==> config.mk <==
export PLATFORM = sky130hd
export DESIGN_NAME = second_pool_relu
export DESIGN_NICKNAME = d
export VERILOG_FILES = /design/src/rtl/second_cnn_pkg.sv /design/src/rtl/second_pool_relu_pool_channel.sv /design/src/rtl/second_pool_relu.sv
export SDC_FILE = /design/constraint.sdc
export NUM_CORES = 1
export LEC_CHECK = 0
export BUFFER_PORTS_ARGS = -buffer_cell sky130_fd_sc_hd__buf_2
export CAP_MARGIN = 20
export CORE_ASPECT_RATIO = 0.9
export CORE_MARGIN = 5
export CORE_UTILIZATION = 50
export DETAILED_ROUTE_END_ITERATION = 16
export PLACE_DENSITY_LB_ADDON = 0.25
export SLEW_MARGIN = 20
export SYNTH_ARGS = -nofsm -noshare
export SYNTH_HDL_FRONTEND = slang
export SYNTH_SLANG_ARGS = --single-unit
==> constraint.sdc <==
create_clock -name clk -period 20.3 [get_ports clk]
set_input_delay 5.075 -clock clk [delete_from_list [all_inputs] [get_ports clk]]
set_output_delay 5.075 -clock clk [all_outputs]
set_load 0.02 [all_outputs]
==> src/rtl/second_cnn_pkg.sv <==
// Shared definitions for the second conv layer's downstream stages:
// channel count, default sample width, signed sample types and the
// saturation limits of the 8-bit activation format.
package second_cnn_pkg;

    localparam int WIDTH_DEF = 8;
    localparam int CH        = 8;

    typedef logic signed [7:0]  s8_t;
    typedef logic signed [15:0] s16_t;

    localparam s8_t SAT_MAX8 = s8_t'(8'h7f);
    localparam s8_t SAT_MIN8 = s8_t'(8'h80);

endpackage

==> src/rtl/second_pool_relu_pool_channel.sv <==
// pool_channel: one channel of the 2x2 stride-2 max pool.
// Holds the even-column sample, forms the horizontal pair maximum, parks
// even-row pair maxima in a line buffer of IMG_W/2 entries and, on the odd
// row, combines them into the window maximum, which is shifted and
// saturated into the output register.
// Optional ReLU: SECOND_POOL_RELU_EN clamps negative results to zero.
module pool_channel
    import second_cnn_pkg::*;
#(
    parameter int WIDTH = WIDTH_DEF,
    parameter int IMG_W = 8,
    parameter int SHIFT = 4,
    parameter int IDX_W = 2
) (
    input  logic                      clk,
    input  logic                      rst,
    input  logic                      i_accept,
    input  logic                      i_col_odd,
    input  logic                      i_row_odd,
    input  logic [IDX_W-1:0]          i_idx,
    input  logic signed [2*WIDTH-1:0] i_din,
    output logic signed [WIDTH-1:0]   o_dout
);

    localparam int DW    = 2 * WIDTH;
    localparam int DEPTH = IMG_W / 2;

    // Output range limits expressed at the wide sample width.
    localparam logic signed [DW-1:0] SAT_HI = {{(WIDTH + 1){1'b0}}, {(WIDTH - 1){1'b1}}};
    localparam logic signed [DW-1:0] SAT_LO = {{(WIDTH + 1){1'b1}}, {(WIDTH - 1){1'b0}}};

    function automatic logic signed [DW-1:0] smax(input logic signed [DW-1:0] a,
                                                   input logic signed [DW-1:0] b);
        return (a > b) ? a : b;
    endfunction

    // Arithmetic shift then clamp into the narrow signed range.
    // ReLU after max equals ReLU before max, so it lives only here.
    function automatic logic signed [WIDTH-1:0] requant(input logic signed [DW-1:0] p);
        logic signed [DW-1:0] s;
        s = p >>> SHIFT;
`ifdef SECOND_POOL_RELU_EN
        if (s < 0) begin
            s = '0;
        end
`endif
        if (s > SAT_HI) begin
            return signed'(SAT_HI[WIDTH-1:0]);
        end else if (s < SAT_LO) begin
            return signed'(SAT_LO[WIDTH-1:0]);
        end else begin
            return signed'(s[WIDTH-1:0]);
        end
    endfunction

    logic signed [DW-1:0]    r_h_p0;
    logic signed [DW-1:0]    r_line [DEPTH];
    logic signed [DW-1:0]    w_hm;
    logic signed [DW-1:0]    w_pool;
    logic signed [WIDTH-1:0] r_dout_p1;

    assign w_hm   = smax(r_h_p0, i_din);
    assign w_pool = smax(r_line[i_idx], w_hm);

    // Stage 0 -> 1: hold even-column sample, register requantised window maximum.
    always_ff @(posedge clk) begin
        if (rst) begin
            r_h_p0    <= '0;
            r_dout_p1 <= '0;
        end else if (i_accept) begin
            if (!i_col_odd) begin
                r_h_p0 <= i_din;
            end else if (i_row_odd) begin
                r_dout_p1 <= requant(w_pool);
            end
        end
    end

    // Line buffer: even-row pair maxima, written before the odd row reads them.
    always_ff @(posedge clk) begin
        if (i_accept && i_col_odd && !i_row_odd) begin
            r_line[i_idx] <= w_hm;
        end
    end

    assign o_dout = r_dout_p1;

endmodule

==> src/rtl/second_pool_relu.sv <==
// second_pool_relu: 2x2 stride-2 max pooling of the second conv layer's
// 8 signed 2*WIDTH-bit channels, requantised back to WIDTH-bit signed.
// Tracks the raster position, restarts on Din_Sof, and flags each pooled
// pixel and the end of frame one cycle after the accepting edge.
// Optional ReLU: define SECOND_POOL_RELU_EN to clamp negative outputs to 0.
module second_pool_relu
    import second_cnn_pkg::*;
#(
    parameter int WIDTH = WIDTH_DEF,
    parameter int IMG_W = 8,
    parameter int IMG_H = 8,
    parameter int SHIFT = 4
) (
    input  logic                      clk,
    input  logic                      rst,
    input  logic                      Din_Valid,
    input  logic                      Din_Sof,
    input  logic signed [2*WIDTH-1:0] Din0,
    input  logic signed [2*WIDTH-1:0] Din1,
    input  logic signed [2*WIDTH-1:0] Din2,
    input  logic signed [2*WIDTH-1:0] Din3,
    input  logic signed [2*WIDTH-1:0] Din4,
    input  logic signed [2*WIDTH-1:0] Din5,
    input  logic signed [2*WIDTH-1:0] Din6,
    input  logic signed [2*WIDTH-1:0] Din7,
    output logic                      Dout_Valid,
    output logic signed [WIDTH-1:0]   Dout0,
    output logic signed [WIDTH-1:0]   Dout1,
    output logic signed [WIDTH-1:0]   Dout2,
    output logic signed [WIDTH-1:0]   Dout3,
    output logic signed [WIDTH-1:0]   Dout4,
    output logic signed [WIDTH-1:0]   Dout5,
    output logic signed [WIDTH-1:0]   Dout6,
    output logic signed [WIDTH-1:0]   Dout7,
    output logic                      Frame_Done
);

    localparam int CW    = (IMG_W > 1) ? $clog2(IMG_W) : 1;
    localparam int RW    = (IMG_H > 1) ? $clog2(IMG_H) : 1;
    localparam int IDX_W = (IMG_W > 2) ? $clog2(IMG_W / 2) : 1;

    localparam logic [CW-1:0] COL_LAST = CW'(IMG_W - 1);
    localparam logic [RW-1:0] ROW_LAST = RW'(IMG_H - 1);

    logic                      w_accept;
    logic                      w_sof;
    logic [CW-1:0]             w_col;
    logic [RW-1:0]             w_row;
    logic [IDX_W-1:0]          w_idx;
    logic [CW-1:0]             r_col;
    logic [RW-1:0]             r_row;
    logic                      r_vld_p1;
    logic                      r_done_p1;
    logic signed [2*WIDTH-1:0] w_din  [CH];
    logic signed [WIDTH-1:0]   w_dout [CH];

    assign w_accept = Din_Valid;
    assign w_sof    = Din_Valid & Din_Sof;

    // A start-of-frame pixel is placed at (0,0) regardless of the counters,
    // which drops any partial frame and realigns the pooling windows.
    assign w_col = w_sof ? '0 : r_col;
    assign w_row = w_sof ? '0 : r_row;
    assign w_idx = IDX_W'(w_col >> 1);

    assign w_din[0] = Din0;
    assign w_din[1] = Din1;
    assign w_din[2] = Din2;
    assign w_din[3] = Din3;
    assign w_din[4] = Din4;
    assign w_din[5] = Din5;
    assign w_din[6] = Din6;
    assign w_din[7] = Din7;

    // Raster position counters, advanced once per accepted pixel.
    always_ff @(posedge clk) begin
        if (rst) begin
            r_col <= '0;
            r_row <= '0;
        end else if (w_accept) begin
            if (w_col == COL_LAST) begin
                r_col <= '0;
                r_row <= (w_row == ROW_LAST) ? '0 : w_row + 1'b1;
            end else begin
                r_col <= w_col + 1'b1;
                r_row <= w_row;
            end
        end
    end

    // Stage 0 -> 1: output strobe on each window's 4th pixel, end-of-frame on the last pixel.
    always_ff @(posedge clk) begin
        if (rst) begin
            r_vld_p1  <= 1'b0;
            r_done_p1 <= 1'b0;
        end else begin
            r_vld_p1  <= w_accept && w_col[0] && w_row[0];
            r_done_p1 <= w_accept && (w_col == COL_LAST) && (w_row == ROW_LAST);
        end
    end

    for (genvar g = 0; g < CH; g++) begin : g_ch
        pool_channel #(
            .WIDTH (WIDTH),
            .IMG_W (IMG_W),
            .SHIFT (SHIFT),
            .IDX_W (IDX_W)
        ) u_pool (
            .clk       (clk),
            .rst       (rst),
            .i_accept  (w_accept),
            .i_col_odd (w_col[0]),
            .i_row_odd (w_row[0]),
            .i_idx     (w_idx),
            .i_din     (w_din[g]),
            .o_dout    (w_dout[g])
        );
    end

    assign Dout_Valid = r_vld_p1;
    assign Frame_Done = r_done_p1;
    assign Dout0      = w_dout[0];
    assign Dout1      = w_dout[1];
    assign Dout2      = w_dout[2];
    assign Dout3      = w_dout[3];
    assign Dout4      = w_dout[4];
    assign Dout5      = w_dout[5];
    assign Dout6      = w_dout[6];
    assign Dout7      = w_dout[7];

endmodule

==> results of run 1 <==
metrics by stage:
| stage | cells | hold WS, ns | util (%) | setup slack (ns) |
|---|---|---|---|---|
| finish | 4867 | 0.458 | 56.2 | 9.85 |
| global route | 4867 | 0.475 | 56.2 | 9.34 |
| CTS | 4866 | 0.461 | 56.2 | 9.71 |
| detailed placement | 4723 | 0.452 | 53.0 | 9.11 |
| global placement | 4723 | 0.445 | 52.9 | 9.15 |
| floorplan | 3724 | 0.436 | - | 0.375 |
routing by layer:
metal  track usage (%)  vias up  routed length (um)
li1                  -    13900                   -
met1              30.1    13400               42300
met2              35.7      626               42000
met3              3.20      139                4240
met4              5.40        0                2040
met5                 0        -                   0
final cells by class:
type / count / share of cell area [%]
clock buffer: 102 / 4.95
clock inverter: 41 / 0.749
inverter: 301 / 2.69
multi-input combinational: 2515 / 39.7
sequential: 712 / 46.1
tap: 970 / 2.88
timing repair buffer: 226 / 2.93
kinds of logic after synthesis:
| kind of cell | Yosys count | synth area share [%] |
|---|---|---|
| muxes | 204 | 5.43 |
| DFF | 712 | 51.1 |
| and+or+nand+nor | 1146 | 13.2 |
| AOI/OAI and AO/OA | 904 | 16.6 |
| xor gates and xnor gates | 1 | 0.0231 |
| buffers and inverters | 497 | 5.03 |
| adders and majority gates | 260 | 8.58 |
synthesized netlist by cell type, drive strengths merged (26+ instances only):
cell type / instances
edfxtp: 512
nand2: 471
nor2: 408
a21oi: 368
inv: 300
ha: 260
dfxtp: 200
mux2i: 193
clkbuf: 134
o221a: 88
a211oi: 67
buf: 62
nand4: 62
o21ai: 57
a21o: 55
o221ai: 50
o211ai: 37
and2: 31
nor3: 30
nand2b: 28
nand3: 26
path summary, 6_finish.rpt:
kind,startpoint,end,slack [ns],depth (start not counted)
max,Din6[15],g_ch[6].u_pool.o_dout[3],9.85,20
min,g_ch[0].u_pool.r_h_p0[0],g_ch[0].u_pool.r_h_p0[0],0.46,2
max reg2reg,r_col[1],g_ch[0].u_pool.o_dout[1],13.44,15
min reg2reg,g_ch[0].u_pool.r_h_p0[0],g_ch[0].u_pool.r_h_p0[0],0.46,2
flip-flops by register name (all words and copies together) (netlist names):
name                cells
r_col                   3
Frame_Done              1
Dout_Valid              1
g_ch.u_pool.o_dout     64
r_row                   3
g_ch.u_pool.r_line    512
g_ch.u_pool.r_h_p0    128
worst reg2reg max path: stages, from the launching register on:
cell and delay, ns:
dfxtp_4 0.72, buf_4 0.75, buf_12 0.81, buf_4 0.95
mux2i_1 0.27, nand2_1 0.07, o221a_2 0.20, ha_1 0.33
inv_1 0.07, a2111oi_0 0.40, o221ai_1 0.20, a21oi_1 0.52
or2_2 0.37, o21ai_0 0.13, o32ai_1 0.75, a21oi_1 0.16
where the power goes:
| part | switching [mW] | internal [mW] |
|---|---|---|
| logic | 0.399 | 0.233 |
| clock network | 0.574 | 0.766 |
| registers | 0.0212 | 1.61 |
| total | 0.995 | 2.61 |
==> flow_summary.ini, run 1 <==
[floorplan]
core-area_mm2 = 0.0749
row_count = 95
die-height_um = 271
dieArea_mm2 = 0.0814
initial_core_util_pct = 50.6
dieWidth_um = 300
boundaryPins = 198

[cts]
clk_pin_slew_worst_paths_ns = 0.06
cts.sinks = 712
postCtsSetupBuffers = 0
cts_hold_buf = 0
clk_latency_ns = 0.62
cts_resized = 0
cts_buffer_depth = 3
cts_root_buf = clkbuf_16
htreeDepth = 3
cts_tree = done
numCtsBuffers = 77

[yosys]
yosys_warnings = 0
synth_cells = 3724
synth_fp_nets = 4116
async_flop_share_pct = 0
seq_area_frac_synth_pct = 51.1
syn_avg_cell_area_um2 = 10.2
synth_area_mm2 = 0.0379
yosysTopAreaCellShare_pct = 40.6
synth_area_leaders = edfxtp_1 41%, dfxtp_1 11%, ha_1 8.6%
ys_types = 82
synth-seq-cells = 712
synth_edf_count = 512
yosys.area.top_type = edfxtp_1
synth_ff_type = edfxtp_1

[global_routing]
grt_max_degree = 200
antenna_found_initial = 0
track_usage_pct = 21.6
grt_pass1_wl_um = 144000
grt_overflow_total = 0
first_global_vias = 27000

[setup_path]
worstSetupPathType = in2reg
start_kind = input port
worstPathCellList = buf_2, inv_1, ha_1, nand4_2, or3_1, a211oi_1, o21ai_0, nand2_1, nor2_1, a21oi_1, ha_1, a21oi_1, o21a_1, o211ai_1, a2111oi_2, a211o_1, a31oi_1, or4_4, a21oi_4, a211oi_1
cp_max_fo = 21
required_ns = 20.76
crit_arrival_ns = 10.91
cp_num_buf_inv = 2
endpoint_kind = flip-flop
critPathSlowestCell = nand2_1
crit_family = compound AO/OA/AOI/OAI gates
cpPeakStageDelay_ns = 0.58

[final_layout]
final_common_cell = edfxtp_1
area_growth_pct = 11.0
seq_area_mm2 = 0.0194
fin_nets = 4225
layout-drive-gt1-share_pct = 12.5
mostFrequentLayoutCells = 512 x edfxtp_1, 469 x nand2_1, 407 x nor2_1
fill_cells = 6501
multiInputGateArea_mm2 = 0.0167
fin_area_mm2 = 0.0421
antenna_cells = 0

[sta]
fin_crit_sh_pct = 51.5
timing.final.hold_violations = 0
timing.slew.headroom_pct = 28.6
tightest_slew_ns = 1.06
period_minus_slack_ns = 10.45
report.final.slew_viol_count = 0
fin_tns_setup_ns = 0
rsz0062_at_grt = no
skew_ns = 0.0208
fmax_mhz = 95.7
finalSetupViolCount = 0

[pwr]
leakage_nw = 16.9
power_mw = 3.61
power_density_mw_per_mm2 = 85.8
ir_drop_mv = 0.0586

[detailed_routing]
finalWirelength_um = 90600
wl_per_cell_um = 18.6
drt_iter0_drc = 1868
antenna_left = 0
num_vias = 28100
drt_pass1_iterations = 7
drc = 0
avgViaCountPerCell = 5.76

[place]
placed_area_mm2 = 0.0397
place_hpwl_um = 58200
gp_congestion = 0.851
portBuffers = 197

[run_status]
status = completed

[job]
max_cap_violations = 0

[worst_hold_path]
hold_path_class = reg2reg
Note: power is estimated with default switching activity, not from simulation.
==> inputs of run 2 (changes only) <==
==> constraint.sdc (replaced) <==
create_clock -name clk -period 8.75 [get_ports clk]
set_input_delay 2.1875 -clock clk [delete_from_list [all_inputs] [get_ports clk]]
set_output_delay 2.1875 -clock clk [all_outputs]
set_load 0.02 [all_outputs]
==> run 2 against run 1 <==
Critical path type unchanged. Critical path depth unchanged. Highest routed layer unchanged. Routed wire length grew 1.1%. Sequential cell count did not move. Largest power group unchanged. Largest cell class unchanged. Clock power up 130%.
==> flow_summary.ini, run 2 (same netlist as run 1, synthesis figures left out) <==
[detailed_routing]
drc = 0
avgViaCountPerCell = 5.73
wl_per_cell_um = 18.8
drt_pass1_iterations = 5
drt_iter0_drc = 1945
num_vias = 28000
finalWirelength_um = 91600
antenna_left = 0

[setup_path]
r2r_end = g_ch[0].u_pool.o_dout[0]
r2r-start = g_ch[0].u_pool.r_h_p0[15]
crit_arrival_ns = 7.76
critPathSlowestCell = a21oi_1
worstSetupEndpoint = g_ch[0].u_pool.o_dout[0]
crit_cells = 20
worstSetupStartpoint = Din0[15]
cp_num_buf_inv = 4
ff2ff_setup_slack_ns = 2.86
worstSetupPathType = in2reg
cp_max_fo = 12
endpoint_kind = flip-flop
cpPeakStageDelay_ns = 0.50
rr_worst_depth = 18
start_kind = input port
worstPathCellList = buf_2, inv_1, ha_1, nand4_1, or2_2, a211oi_1, nor4_1, buf_4, nor2_1, buf_4, mux2i_1, ha_1, a21o_1, a2111oi_0, o221ai_1, a21oi_1, or2_2, a31oi_2, nor2_1, a21oi_1
required_ns = 9.21
crit_family = compound AO/OA/AOI/OAI gates

[pwr]
ir_drop_mv = 0.135
leakage_nw = 17.0
power_density_mw_per_mm2 = 199

[place]
gp_congestion = 0.872
portBuffers = 197
place_ws_ns = 0.929
place_hpwl_um = 59300
placed_area_mm2 = 0.0398

[sta]
timing.final.hold_violations = 0
finalSetupViolCount = 0
finalWorstSetupSlack_ns = 1.44
period_minus_slack_ns = 7.31
fmax_mhz = 137
timing.slew.headroom_pct = 30.9
tightest_slew_ns = 1.04
skew_ns = 0.0205
rsz0062_at_grt = no
report.final.slew_viol_count = 0
fin_crit_sh_pct = 83.5

[final_layout]
largest_reg_flops = 512
fin_area_mm2 = 0.0422
fill_cells = 6380
layout-drive-gt1-share_pct = 12.7
final_common_cell = edfxtp_1
mostFrequentLayoutCells = 512 x edfxtp_1, 469 x nand2_1, 408 x nor2_1
fin_nets = 4239
largest_register = g_ch.u_pool.r_line
antenna_cells = 0
multiInputGateArea_mm2 = 0.0167
area_growth_pct = 11.4
seq_area_mm2 = 0.0194

[run_status]
status = completed

[cts]
cts_hold_buf = 0
clk_latency_ns = 0.61
cts_tree = done
numCtsBuffers = 77
cts_resized = 0
cts_root_buf = clkbuf_16
cts_buffer_depth = 3
clk_pin_slew_worst_paths_ns = 0.06
postCtsSetupBuffers = 0
cts.sinks = 712
htreeDepth = 3

[floorplan]
boundaryPins = 198
row_count = 95
dieWidth_um = 300
die-height_um = 271
core-area_mm2 = 0.0749
initial_core_util_pct = 50.6
dieArea_mm2 = 0.0814

[job]
max_cap_violations = 0

[global_routing]
grt_overflow_total = 0
grt_pass1_wl_um = 145000
first_global_vias = 26900
track_usage_pct = 21.8
grt_max_degree = 134
antenna_found_initial = 0

[worst_hold_path]
whs_path_depth = 2
hold_path_class = reg2reg
-- run 2: cell types whose count changed in the layout (fill, tap and decap cells not counted), moves of 2 or more --
cell        delta
clkinv_2       -3
nor4_4         +2
nor4b_4        +2
buf_12         +2
clkinv_1       -2
inv_6          -3
nor4_2         -3
clkbuf_8       +5
buf_4         +12
nor4b_2        -2
clkinvlp_4     -2
clkbuf_4       +3
-- run 2: worst min path at each step --
stage | end | slack, ns | start
2_1_floorplan | g_ch[0].u_pool.r_h_p0[0] | 0.44 | g_ch[0].u_pool.r_h_p0[0]
3_3_place_gp | g_ch[0].u_pool.r_h_p0[0] | 0.44 | g_ch[0].u_pool.r_h_p0[0]
3_5_place_dp | g_ch[0].u_pool.r_h_p0[0] | 0.45 | g_ch[0].u_pool.r_h_p0[0]
4_1_cts | g_ch[0].u_pool.r_h_p0[0] | 0.46 | g_ch[0].u_pool.r_h_p0[0]
5_1_grt | g_ch[0].u_pool.r_h_p0[0] | 0.47 | g_ch[0].u_pool.r_h_p0[0]
6_report | g_ch[0].u_pool.r_h_p0[0] | 0.46 | g_ch[0].u_pool.r_h_p0[0]
-- run 2: stage by stage --
| stage | utilization (%) | cells | TNS, ns | total power [mW] | hold slack [ns] |
|---|---|---|---|---|---|
| 2_1_floorplan | - | 3724 | -717.51 | 4.95 | 0.436 |
| 3_3_place_gp | 53.2 | 4737 | 0 | 5.29 | 0.443 |
| 3_5_place_dp | 53.2 | 4737 | 0 | 5.32 | 0.448 |
| 4_1_cts | 56.4 | 4877 | 0 | 8.45 | 0.457 |
| 5_1_grt | 56.4 | 4878 | 0 | 8.79 | 0.469 |
| 6_report | 56.4 | 4878 | 0 | 8.39 | 0.456 |
-- run 2: tightest hold or removal path, cell delays in order (launching register included) --
cell and delay (ns):
dfxtp_1 0.31, nand2_1 0.05, a21oi_1 0.05
-- run 2: routing by layer --
metal	vias to the layer above	track usage (%)	wire [um]
li1	13900	-	-
met1	13300	30.2	42300
met2	624	36.4	42900
met3	141	3.07	4310
met4	0	5.15	2130
met5	-	0	0
-- run 2: layout make-up --
class	instances	area share, %
sequential	712	45.9
clock inverter	29	0.486
clock buffer	111	5.21
timing repair buffer	240	3.25
tap	970	2.87
inverter	301	2.68
multi-input combinational	2515	39.6
-- run 2: report_power, final --
part	switching, mW	total, mW	internal, mW
Sequential	0.0548	3.80	3.75
Combinational	0.916	1.47	0.549
Clock	1.31	3.12	1.81
